===== src/rtl/instruction_prefetch_buffer_pkg.sv =====
// Shared definitions for the instruction prefetch buffer.
// Holds the fetch FSM state encoding, the queue entry layout, the default
// depth / reset fetch address, the data and address widths, and small
// address helpers used by the top block.
package instruction_prefetch_buffer_pkg;

    localparam int unsigned IPB_XLEN  = 32;
    localparam int unsigned IPB_AW    = 32;
    localparam int unsigned IPB_DEPTH = 4;
    localparam logic [IPB_AW-1:0] IPB_RESET_PC = 32'h0000_0000;

    // IDLE: no request; REQUEST: response will be queued; DISCARD: response dropped
    typedef enum logic [1:0] {
        ST_IDLE    = 2'b00,
        ST_REQUEST = 2'b01,
        ST_DISCARD = 2'b10
    } ipb_state_e;

    typedef struct packed {
        logic [IPB_AW-1:0]   pc;
        logic [IPB_XLEN-1:0] instr;
    } ipb_entry_t;

    // Force an address onto a word boundary (low two bits cleared)
    function automatic logic [IPB_AW-1:0] ipb_word_align(input logic [IPB_AW-1:0] addr);
        return addr & 32'hFFFF_FFFC;
    endfunction

    // Sequential next word address, wrapping modulo 2^32
    function automatic logic [IPB_AW-1:0] ipb_next_pc(input logic [IPB_AW-1:0] pc);
        return pc + 32'd4;
    endfunction

endpackage


===== src/rtl/instruction_prefetch_buffer_if.sv =====
// Bus bundle between the decode/memory side and the prefetch buffer.
//   Redirect/RedirectPC : flush and refetch from a new target
//   Stall               : hold the head entry (no consume)
//   MemRequest/MemAddress, MemReady/MemData : instruction memory handshake
//   Instruction/InstructionPC/PC4/InstructionValid : head of queue
// master = core/memory side, slave = prefetch buffer.
interface instruction_prefetch_buffer_if;
    import instruction_prefetch_buffer_pkg::*;

    logic                Redirect;
    logic [IPB_AW-1:0]   RedirectPC;
    logic                Stall;
    logic                MemRequest;
    logic [IPB_AW-1:0]   MemAddress;
    logic                MemReady;
    logic [IPB_XLEN-1:0] MemData;
    logic [IPB_XLEN-1:0] Instruction;
    logic [IPB_AW-1:0]   InstructionPC;
    logic [IPB_AW-1:0]   PC4;
    logic                InstructionValid;

    modport master (
        output Redirect, RedirectPC, Stall, MemReady, MemData,
        input  MemRequest, MemAddress, Instruction, InstructionPC, PC4, InstructionValid
    );

    modport slave (
        input  Redirect, RedirectPC, Stall, MemReady, MemData,
        output MemRequest, MemAddress, Instruction, InstructionPC, PC4, InstructionValid
    );
endinterface


===== src/rtl/instruction_prefetch_buffer_prefetch_fifo.sv =====
// prefetch_fifo: circular queue of {pc, instruction} entries.
//   i_clk, i_rst_n : clock, async active-low reset
//   i_flush        : empty the queue; wins over push/pop in the same cycle
//   i_push, i_push_entry : append an entry (caller guarantees a free slot)
//   i_pop          : drop the head (caller guarantees non-empty)
//   o_head, o_valid, o_count : head entry (zero when empty), non-empty, fill level
module prefetch_fifo
    import instruction_prefetch_buffer_pkg::*;
#(
    parameter int unsigned DEPTH = IPB_DEPTH
)(
    input  logic                   i_clk,
    input  logic                   i_rst_n,
    input  logic                   i_flush,
    input  logic                   i_push,
    input  ipb_entry_t             i_push_entry,
    input  logic                   i_pop,
    output ipb_entry_t             o_head,
    output logic                   o_valid,
    output logic [$clog2(DEPTH):0] o_count
);
    localparam int unsigned PTR_W = $clog2(DEPTH);
    localparam int unsigned CNT_W = PTR_W + 1;
    localparam logic [PTR_W-1:0] PTR_ONE = PTR_W'(1);
    localparam logic [CNT_W-1:0] CNT_ONE = CNT_W'(1);

    ipb_entry_t       r_mem [DEPTH];
    logic [PTR_W-1:0] r_wr_ptr;
    logic [PTR_W-1:0] r_rd_ptr;
    logic [CNT_W-1:0] r_count;

    // Entry storage; a flushed push is never written
    always_ff @(posedge i_clk or negedge i_rst_n) begin
        if (!i_rst_n) begin
            for (int i = 0; i < int'(DEPTH); i++) begin
                r_mem[i] <= '0;
            end
        end else if (i_push && !i_flush) begin
            r_mem[r_wr_ptr] <= i_push_entry;
        end
    end

    // Pointers wrap naturally because DEPTH is a power of two
    always_ff @(posedge i_clk or negedge i_rst_n) begin
        if (!i_rst_n) begin
            r_wr_ptr <= '0;
            r_rd_ptr <= '0;
            r_count  <= '0;
        end else if (i_flush) begin
            r_wr_ptr <= '0;
            r_rd_ptr <= '0;
            r_count  <= '0;
        end else begin
            if (i_push) begin
                r_wr_ptr <= r_wr_ptr + PTR_ONE;
            end
            if (i_pop) begin
                r_rd_ptr <= r_rd_ptr + PTR_ONE;
            end
            case ({i_push, i_pop})
                2'b10:   r_count <= r_count + CNT_ONE;
                2'b01:   r_count <= r_count - CNT_ONE;
                default: r_count <= r_count;
            endcase
        end
    end

    assign o_valid = (r_count != '0);
    assign o_count = r_count;

    // Head view is forced to zero when empty so downstream sees a clean value
    always_comb begin
        o_head = '0;
        if (o_valid) begin
            o_head = r_mem[r_rd_ptr];
        end else begin
            o_head = '0;
        end
    end

endmodule


===== src/rtl/instruction_prefetch_buffer.sv =====
// instruction_prefetch_buffer: fetches sequential instruction words into a
// small queue ahead of decode, with redirect (flush + refetch) support.
//   CLK   : single clock, rising edge
//   Reset : asynchronous active-low reset
//   bus   : slave side of instruction_prefetch_buffer_if (redirect, stall,
//           memory handshake, head-of-queue instruction)
// The fetch FSM and fetch PC live here; storage lives in prefetch_fifo.
module instruction_prefetch_buffer
    import instruction_prefetch_buffer_pkg::*;
#(
    parameter int unsigned       DEPTH    = IPB_DEPTH,
    parameter logic [IPB_AW-1:0] RESET_PC = IPB_RESET_PC
)(
    input logic                          CLK,
    input logic                          Reset,
    instruction_prefetch_buffer_if.slave bus
);
    localparam int unsigned      CNT_W   = $clog2(DEPTH) + 1;
    localparam logic [CNT_W-1:0] DEPTH_C = CNT_W'(DEPTH);

    ipb_state_e        r_state;
    logic              r_mem_req;
    logic [IPB_AW-1:0] r_fetch_pc;
    logic [IPB_AW-1:0] r_mem_addr;

    logic              w_valid;
    logic              w_push;
    logic              w_pop;
    logic              w_has_slot;
    logic [CNT_W-1:0]  w_count;
    logic [CNT_W-1:0]  w_count_next;
    logic [IPB_AW-1:0] w_redirect_pc;
    logic [IPB_AW-1:0] w_fetch_pc_inc;
    ipb_entry_t        w_head;
    ipb_entry_t        w_push_entry;

    assign w_redirect_pc  = ipb_word_align(bus.RedirectPC);
    assign w_fetch_pc_inc = ipb_next_pc(r_mem_addr);
    assign w_pop          = w_valid && !bus.Stall && !bus.Redirect;
    assign w_push         = (r_state == ST_REQUEST) && bus.MemReady && !bus.Redirect;
    assign w_push_entry   = '{pc: r_mem_addr, instr: bus.MemData};

    // Fill level after this cycle's push/pop; serves both the IDLE request
    // decision and the "slot left after push" decision in REQUEST.
    assign w_count_next = w_count + CNT_W'(w_push) - CNT_W'(w_pop);
    assign w_has_slot   = (w_count_next < DEPTH_C);

    prefetch_fifo #(.DEPTH(DEPTH)) u_fifo (
        .i_clk        (CLK),
        .i_rst_n      (Reset),
        .i_flush      (bus.Redirect),
        .i_push       (w_push),
        .i_push_entry (w_push_entry),
        .i_pop        (w_pop),
        .o_head       (w_head),
        .o_valid      (w_valid),
        .o_count      (w_count)
    );

    // Fetch FSM: request/address registers only change when a transfer completes,
    // so MemRequest/MemAddress stay stable while MemReady is low.
    always_ff @(posedge CLK or negedge Reset) begin
        if (!Reset) begin
            r_state    <= ST_IDLE;
            r_mem_req  <= 1'b0;
            r_fetch_pc <= RESET_PC;
            r_mem_addr <= RESET_PC;
        end else begin
            case (r_state)
                ST_IDLE: begin
                    if (bus.Redirect) begin
                        r_state    <= ST_REQUEST;
                        r_mem_req  <= 1'b1;
                        r_fetch_pc <= w_redirect_pc;
                        r_mem_addr <= w_redirect_pc;
                    end else if (w_has_slot) begin
                        r_state    <= ST_REQUEST;
                        r_mem_req  <= 1'b1;
                        r_mem_addr <= r_fetch_pc;
                    end else begin
                        r_state    <= ST_IDLE;
                        r_mem_req  <= 1'b0;
                    end
                end
                ST_REQUEST: begin
                    if (bus.Redirect && bus.MemReady) begin
                        // Transfer finishes now; drop it and go straight to the target
                        r_state    <= ST_REQUEST;
                        r_fetch_pc <= w_redirect_pc;
                        r_mem_addr <= w_redirect_pc;
                    end else if (bus.Redirect) begin
                        // Bus must stay stable: keep the old address, remember the target
                        r_state    <= ST_DISCARD;
                        r_fetch_pc <= w_redirect_pc;
                    end else if (bus.MemReady) begin
                        r_fetch_pc <= w_fetch_pc_inc;
                        r_mem_addr <= w_fetch_pc_inc;
                        if (w_has_slot) begin
                            r_state   <= ST_REQUEST;
                        end else begin
                            r_state   <= ST_IDLE;
                            r_mem_req <= 1'b0;
                        end
                    end else begin
                        r_state <= ST_REQUEST;
                    end
                end
                ST_DISCARD: begin
                    if (bus.MemReady) begin
                        // Stale transfer ends; a same-cycle redirect supplies the newest target
                        r_state    <= ST_REQUEST;
                        r_fetch_pc <= bus.Redirect ? w_redirect_pc : r_fetch_pc;
                        r_mem_addr <= bus.Redirect ? w_redirect_pc : r_fetch_pc;
                    end else if (bus.Redirect) begin
                        r_state    <= ST_DISCARD;
                        r_fetch_pc <= w_redirect_pc;
                    end else begin
                        r_state <= ST_DISCARD;
                    end
                end
                default: begin
                    r_state   <= ST_IDLE;
                    r_mem_req <= 1'b0;
                end
            endcase
        end
    end

    assign bus.MemRequest       = r_mem_req;
    assign bus.MemAddress       = r_mem_addr;
    assign bus.InstructionValid = w_valid;
    assign bus.Instruction      = w_head.instr;
    assign bus.InstructionPC    = w_head.pc;
    assign bus.PC4              = ipb_next_pc(w_head.pc);

endmodule


===== src/flat_wrapper.sv =====
// flat-port wrapper written by rule: the top's interface ports become plain ports
module instruction_prefetch_buffer_flat import instruction_prefetch_buffer_pkg::*;
#(
    parameter int unsigned       DEPTH    = IPB_DEPTH,
    parameter logic [IPB_AW-1:0] RESET_PC = IPB_RESET_PC
)
  (CLK, Reset, bus_Redirect, bus_RedirectPC, bus_Stall, bus_MemReady, bus_MemData, bus_MemRequest, bus_MemAddress, bus_Instruction, bus_InstructionPC, bus_PC4, bus_InstructionValid);
  instruction_prefetch_buffer_if bus_i ();
  input logic CLK;
  input logic Reset;
  input wire logic [$bits(bus_i.Redirect)-1:0] bus_Redirect;
  input wire logic [$bits(bus_i.RedirectPC)-1:0] bus_RedirectPC;
  input wire logic [$bits(bus_i.Stall)-1:0] bus_Stall;
  input wire logic [$bits(bus_i.MemReady)-1:0] bus_MemReady;
  input wire logic [$bits(bus_i.MemData)-1:0] bus_MemData;
  output wire logic [$bits(bus_i.MemRequest)-1:0] bus_MemRequest;
  output wire logic [$bits(bus_i.MemAddress)-1:0] bus_MemAddress;
  output wire logic [$bits(bus_i.Instruction)-1:0] bus_Instruction;
  output wire logic [$bits(bus_i.InstructionPC)-1:0] bus_InstructionPC;
  output wire logic [$bits(bus_i.PC4)-1:0] bus_PC4;
  output wire logic [$bits(bus_i.InstructionValid)-1:0] bus_InstructionValid;
  assign bus_i.Redirect = bus_Redirect;
  assign bus_i.RedirectPC = bus_RedirectPC;
  assign bus_i.Stall = bus_Stall;
  assign bus_i.MemReady = bus_MemReady;
  assign bus_i.MemData = bus_MemData;
  assign bus_MemRequest = bus_i.MemRequest;
  assign bus_MemAddress = bus_i.MemAddress;
  assign bus_Instruction = bus_i.Instruction;
  assign bus_InstructionPC = bus_i.InstructionPC;
  assign bus_PC4 = bus_i.PC4;
  assign bus_InstructionValid = bus_i.InstructionValid;
  instruction_prefetch_buffer #(.DEPTH(DEPTH), .RESET_PC(RESET_PC)) u_core (.CLK(CLK), .Reset(Reset), .bus(bus_i));
endmodule

===== config.mk =====
export PLATFORM = sky130hd
export DESIGN_NAME = instruction_prefetch_buffer_flat
export DESIGN_NICKNAME = d
export VERILOG_FILES = /design/src/rtl/instruction_prefetch_buffer_pkg.sv /design/src/rtl/instruction_prefetch_buffer_if.sv /design/src/rtl/instruction_prefetch_buffer_prefetch_fifo.sv /design/src/rtl/instruction_prefetch_buffer.sv /design/src/flat_wrapper.sv
export SDC_FILE = /design/constraint.sdc
export NUM_CORES = 1
export LEC_CHECK = 0
export CAP_MARGIN = 20
export CORE_AREA = 2 2 211 213
export DETAILED_ROUTE_END_ITERATION = 8
export DIE_AREA = 0 0 213 215
export PLACE_DENSITY = 0.7
export REMOVE_ABC_BUFFERS = 1
export SLEW_MARGIN = 20
export SYNTH_ARGS = -nofsm -noshare
export SYNTH_HDL_FRONTEND = slang
export SYNTH_SLANG_ARGS = --single-unit

===== constraint.sdc =====
create_clock -name CLK -period 4 [get_ports CLK]
set_input_delay 0.6 -clock CLK [delete_from_list [all_inputs] [get_ports CLK]]
set_output_delay 0.6 -clock CLK [all_outputs]
set_load 0.005 [all_outputs]

==> metrics.csv <==
metric,value,unit
hpwl,34100,µm
p_leak,9.41,nW
run_status,"complete, no violations",
timing.rr.start,u_core.u_fifo.o_count[0],
rsz0062_at_grt,true,
p_seq_share,34.4,%
tritoncts,yes,
wire_per_inst,21.8,µm
synth_warnings,0,
synth_top_family_by_area,multiplexers,
startpoint_type,flip-flop,
dieArea,0.0458,mm²
combPwrFrac,43.9,%
cp.required,3.40,ns
place_inst,2202,
clock.fmax,253,MHz
synth_xor_area_share,3.24,%
avgViaCountPerCell,5.67,
htreeDepth,2,
io_pins,199,
skew,0.0354,ns
synth.area.top_cells,"dfrtp_1, mux2_2, mux4_2",
crit_fanout,6,
initial_core_util,39.4,%
ys_ff_latch,330,
maxSlewViolCount,0,
p_switching,0.00588,W
worst_pin_slew,0.933,ns
worstRegToRegCells,10,
clkSinkCount,330,
layoutNonFillerInstCount,2292,
synthesis.area,0.0172,mm²
power_density,767,mW/mm²
path_class,flip-flop to output port,
yosysSeqAreaShare,48.1,%
synth_top_area_share,48.1,%
wl,49900,µm
synth_fa_ha_area_share,0.627,%
synthCells,1461,
postLayoutCoreUtil,49.9,%
synth_compound_area_share,9.57,%
period_minus_slack,3.96,ns
muxShareOfSynthArea,23.7,%
crit_arrival,3.36,ns
r2r_slack,0.71,ns
p_int,0.0108,W
overflow,0,
period_share,99.0,%
cts_root_buf,clkbuf_16,
dr.pass1.iters,5,
place_congestion,0.905,
grt_max_degree,99,
postSynth.asyncResetShare,100,%
nets,1751,
cts_buffer_depth,3,
antenna_cells,0,
multi_input_area,0.00849,mm²
synth.largest_area_cell,dfrtp_1,
ant_nets,0,
synth_cell_types,76,
drt_iter0_markers,1164,
die_x,213,µm
syn_area_per_cell,11.8,µm²
cts_hold_buf,0,
end_kind,output port,
worst_slack,0.0407,ns
place_area,0.0201,mm²
p_clk_share,21.7,%
register_area,0.00827,mm²
synth_edf_count,0,
rows,77,
grt_pass1_vias,13300,
cts_buffers,38,
fillerInstances,3779,
drc_errors,0,
io_buffers,196,
hold_path.class,input port to asynchronous set/reset pin,
synthFlopType,dfrtp_1,
dieHeight,215,µm
area_growth,26.7,%
clk_pin_slew,0.06,ns
fp.coreArea,0.0436,mm²
grt_pass1_wl,77900,µm
startpoint,u_core.u_fifo.r_rd_ptr[0],
hold_viol,0,
final.setup.tns,0,ns
vdd_drop_max,0.303,mV
yosys.area_share.simple,11.2,%
vias,13000,
setup_viol,0,
dp_slack,0.132,ns
antenna_found_initial,0,
stdcell_area,0.0218,mm²
grt_usage,22.0,%
relSlewSlack,37.6,%
drive_above_1_share,29.0,%
r2r-end,u_core.bus.MemAddress[0],
maxCapViolations,0,
swShare,35.2,%
clkLatencyLatePin,0.55,ns
-- Yosys cell counts (6+ instances only) --
| cell | n |
|---|---|
| o21ai_0 | 89 |
| mux2_2 | 222 |
| nor2b_1 | 8 |
| nand2_1 | 121 |
| dfrtp_1 | 330 |
| mux4_2 | 64 |
| o22ai_1 | 30 |
| buf_2 | 14 |
| xor2_1 | 19 |
| nor4_1 | 6 |
| a211oi_1 | 11 |
| a22oi_1 | 11 |
| nand3_1 | 29 |
| inv_1 | 22 |
| a31oi_1 | 11 |
| nand4_1 | 10 |
| clkbuf_1 | 82 |
| and2_1 | 61 |
| a221oi_1 | 11 |
| nor2_1 | 75 |
| a32o_1 | 7 |
| and3_1 | 12 |
| a21oi_1 | 35 |
| xnor2_1 | 42 |
| ha_1 | 7 |
| nor3_1 | 17 |
-- how the worst max path moves through the flow --
stage	slack, ns	to	cells past startpoint
global route	-0.07	bus_PC4[31]	10
floorplan	-1.43	bus_PC4[30]	9
finish	0.04	bus_PC4[31]	10
global placement	0.19	bus_PC4[31]	9
CTS	0.04	bus_PC4[15]	8
detailed placement	0.13	bus_PC4[31]	9
-- power groups by stage --
stage	logic (W)	registers [W]	clock network (W)
6_report	0.00733	0.00575	0.00362
3_5_place_dp	0.00720	0.00576	0
2_1_floorplan	0.00392	0.00556	0
3_3_place_gp	0.00703	0.00567	0
5_1_grt	0.00793	0.00592	0.00385
4_1_cts	0.00735	0.00571	0.00370
-- final cells by class --
| type | instances | area share, % |
|---|---|---|
| Multi-Input combinational cell | 994 | 39.0 |
| Sequential cell | 330 | 38.0 |
| Timing Repair Buffer | 286 | 13.2 |
| Clock buffer | 48 | 4.91 |
| Tap cell | 592 | 3.40 |
| Clock inverter | 18 | 1.08 |
| Inverter | 24 | 0.414 |
-- registers in the layout, indices dropped and copies added (netlist names) --
name and count:
u_core.u_fifo.r_mem 256, u_core.bus.MemAddress 32, u_core.r_fetch_pc 32, u_core.u_fifo.o_count 3
u_core.r_state 2, u_core.u_fifo.r_rd_ptr 2, u_core.u_fifo.r_wr_ptr 2, u_core.bus.MemRequest 1
-- through the flow --
| stage | total power [W] | hold WS [ns] |
|---|---|---|
| 3_5_place_dp | 0.0130 | 0.469 |
| 3_3_place_gp | 0.0127 | 0.457 |
| 4_1_cts | 0.0168 | 0.145 |
| 6_report | 0.0167 | 0.142 |
| 5_1_grt | 0.0177 | 0.180 |
| 2_1_floorplan | 0.00948 | 0.304 |
-- per-layer routing --
metal | global-route usage (%) | wire [µm] | share of wire (%) | vias to the layer above
li1 | - | - | - | 5762
met1 | 29.9 | 21300 | 43 | 6710
met2 | 35.8 | 24200 | 48 | 442
met3 | 3.73 | 3130 | 6.3 | 73
met4 | 7.51 | 1330 | 2.7 | 0
met5 | 0 | 0 | 0 | -
-- layout by cell type (no fill, tap or decap), types with 6 or more instances in the layout --
master / netlist / final
buf_6: 3 / 6
nor2_1: 75 / 72
and2_1: 61 / 60
mux4_2: 64 / 64
a32o_1: 7 / 7
nor3_1: 17 / 12
and3_1: 12 / 12
mux2_2: 222 / 222
a221oi_1: 11 / 11
dlygate4sd2_1: 0 / 13
clkbuf_8: 5 / 8
o21ai_0: 89 / 88
inv_1: 22 / 21
o22ai_1: 30 / 30
xor2_1: 19 / 19
xnor2_1: 42 / 42
buf_12: 0 / 14
clkbuf_16: 0 / 39
a22oi_1: 11 / 11
a21oi_1: 35 / 33
clkdlybuf4s50_1: 0 / 177
buf_4: 4 / 66
nand3_1: 29 / 27
dfrtp_1: 330 / 328
a31oi_1: 11 / 11
nand4_1: 10 / 10
nand2_1: 121 / 115
clkinv_2: 0 / 9
ha_1: 7 / 6
nor2b_1: 8 / 7
a211oi_1: 11 / 11
-- critical path: stages, from the launching register on --
cell           delay, ns
dfrtp_4             0.51
buf_12              0.16
mux4_2              0.54
a2111oi_4           0.36
buf_4               0.19
nand4_4             0.14
buf_6               0.19
buf_4               0.14
nor4_4              0.17
xor2_1              0.16
dlygate4sd2_1       0.24
-- logic make-up (layout without fill, tap and decap cells) --
kind of cell               after synthesis  in the layout
AOI/OAI and AO/OA                      253            253
xor gates and xnor gates                62             62
adders and majority gates                8              8
buffers and inverters                  137            376
DFF                                    330            330
muxes                                  294            294
and+or+nand+nor                        377            377
-- repair_timing --
| item | CTS | global route |
|---|---|---|
| gates cloned | 1 | 1 |
| setup buffers | 15 | 7 |
| gates resized for setup | 64 | 5 |
| setup endpoints to repair | 21 | 8 |
| pin swaps | 12 | 5 |
Power figures use the tool's default switching activity.
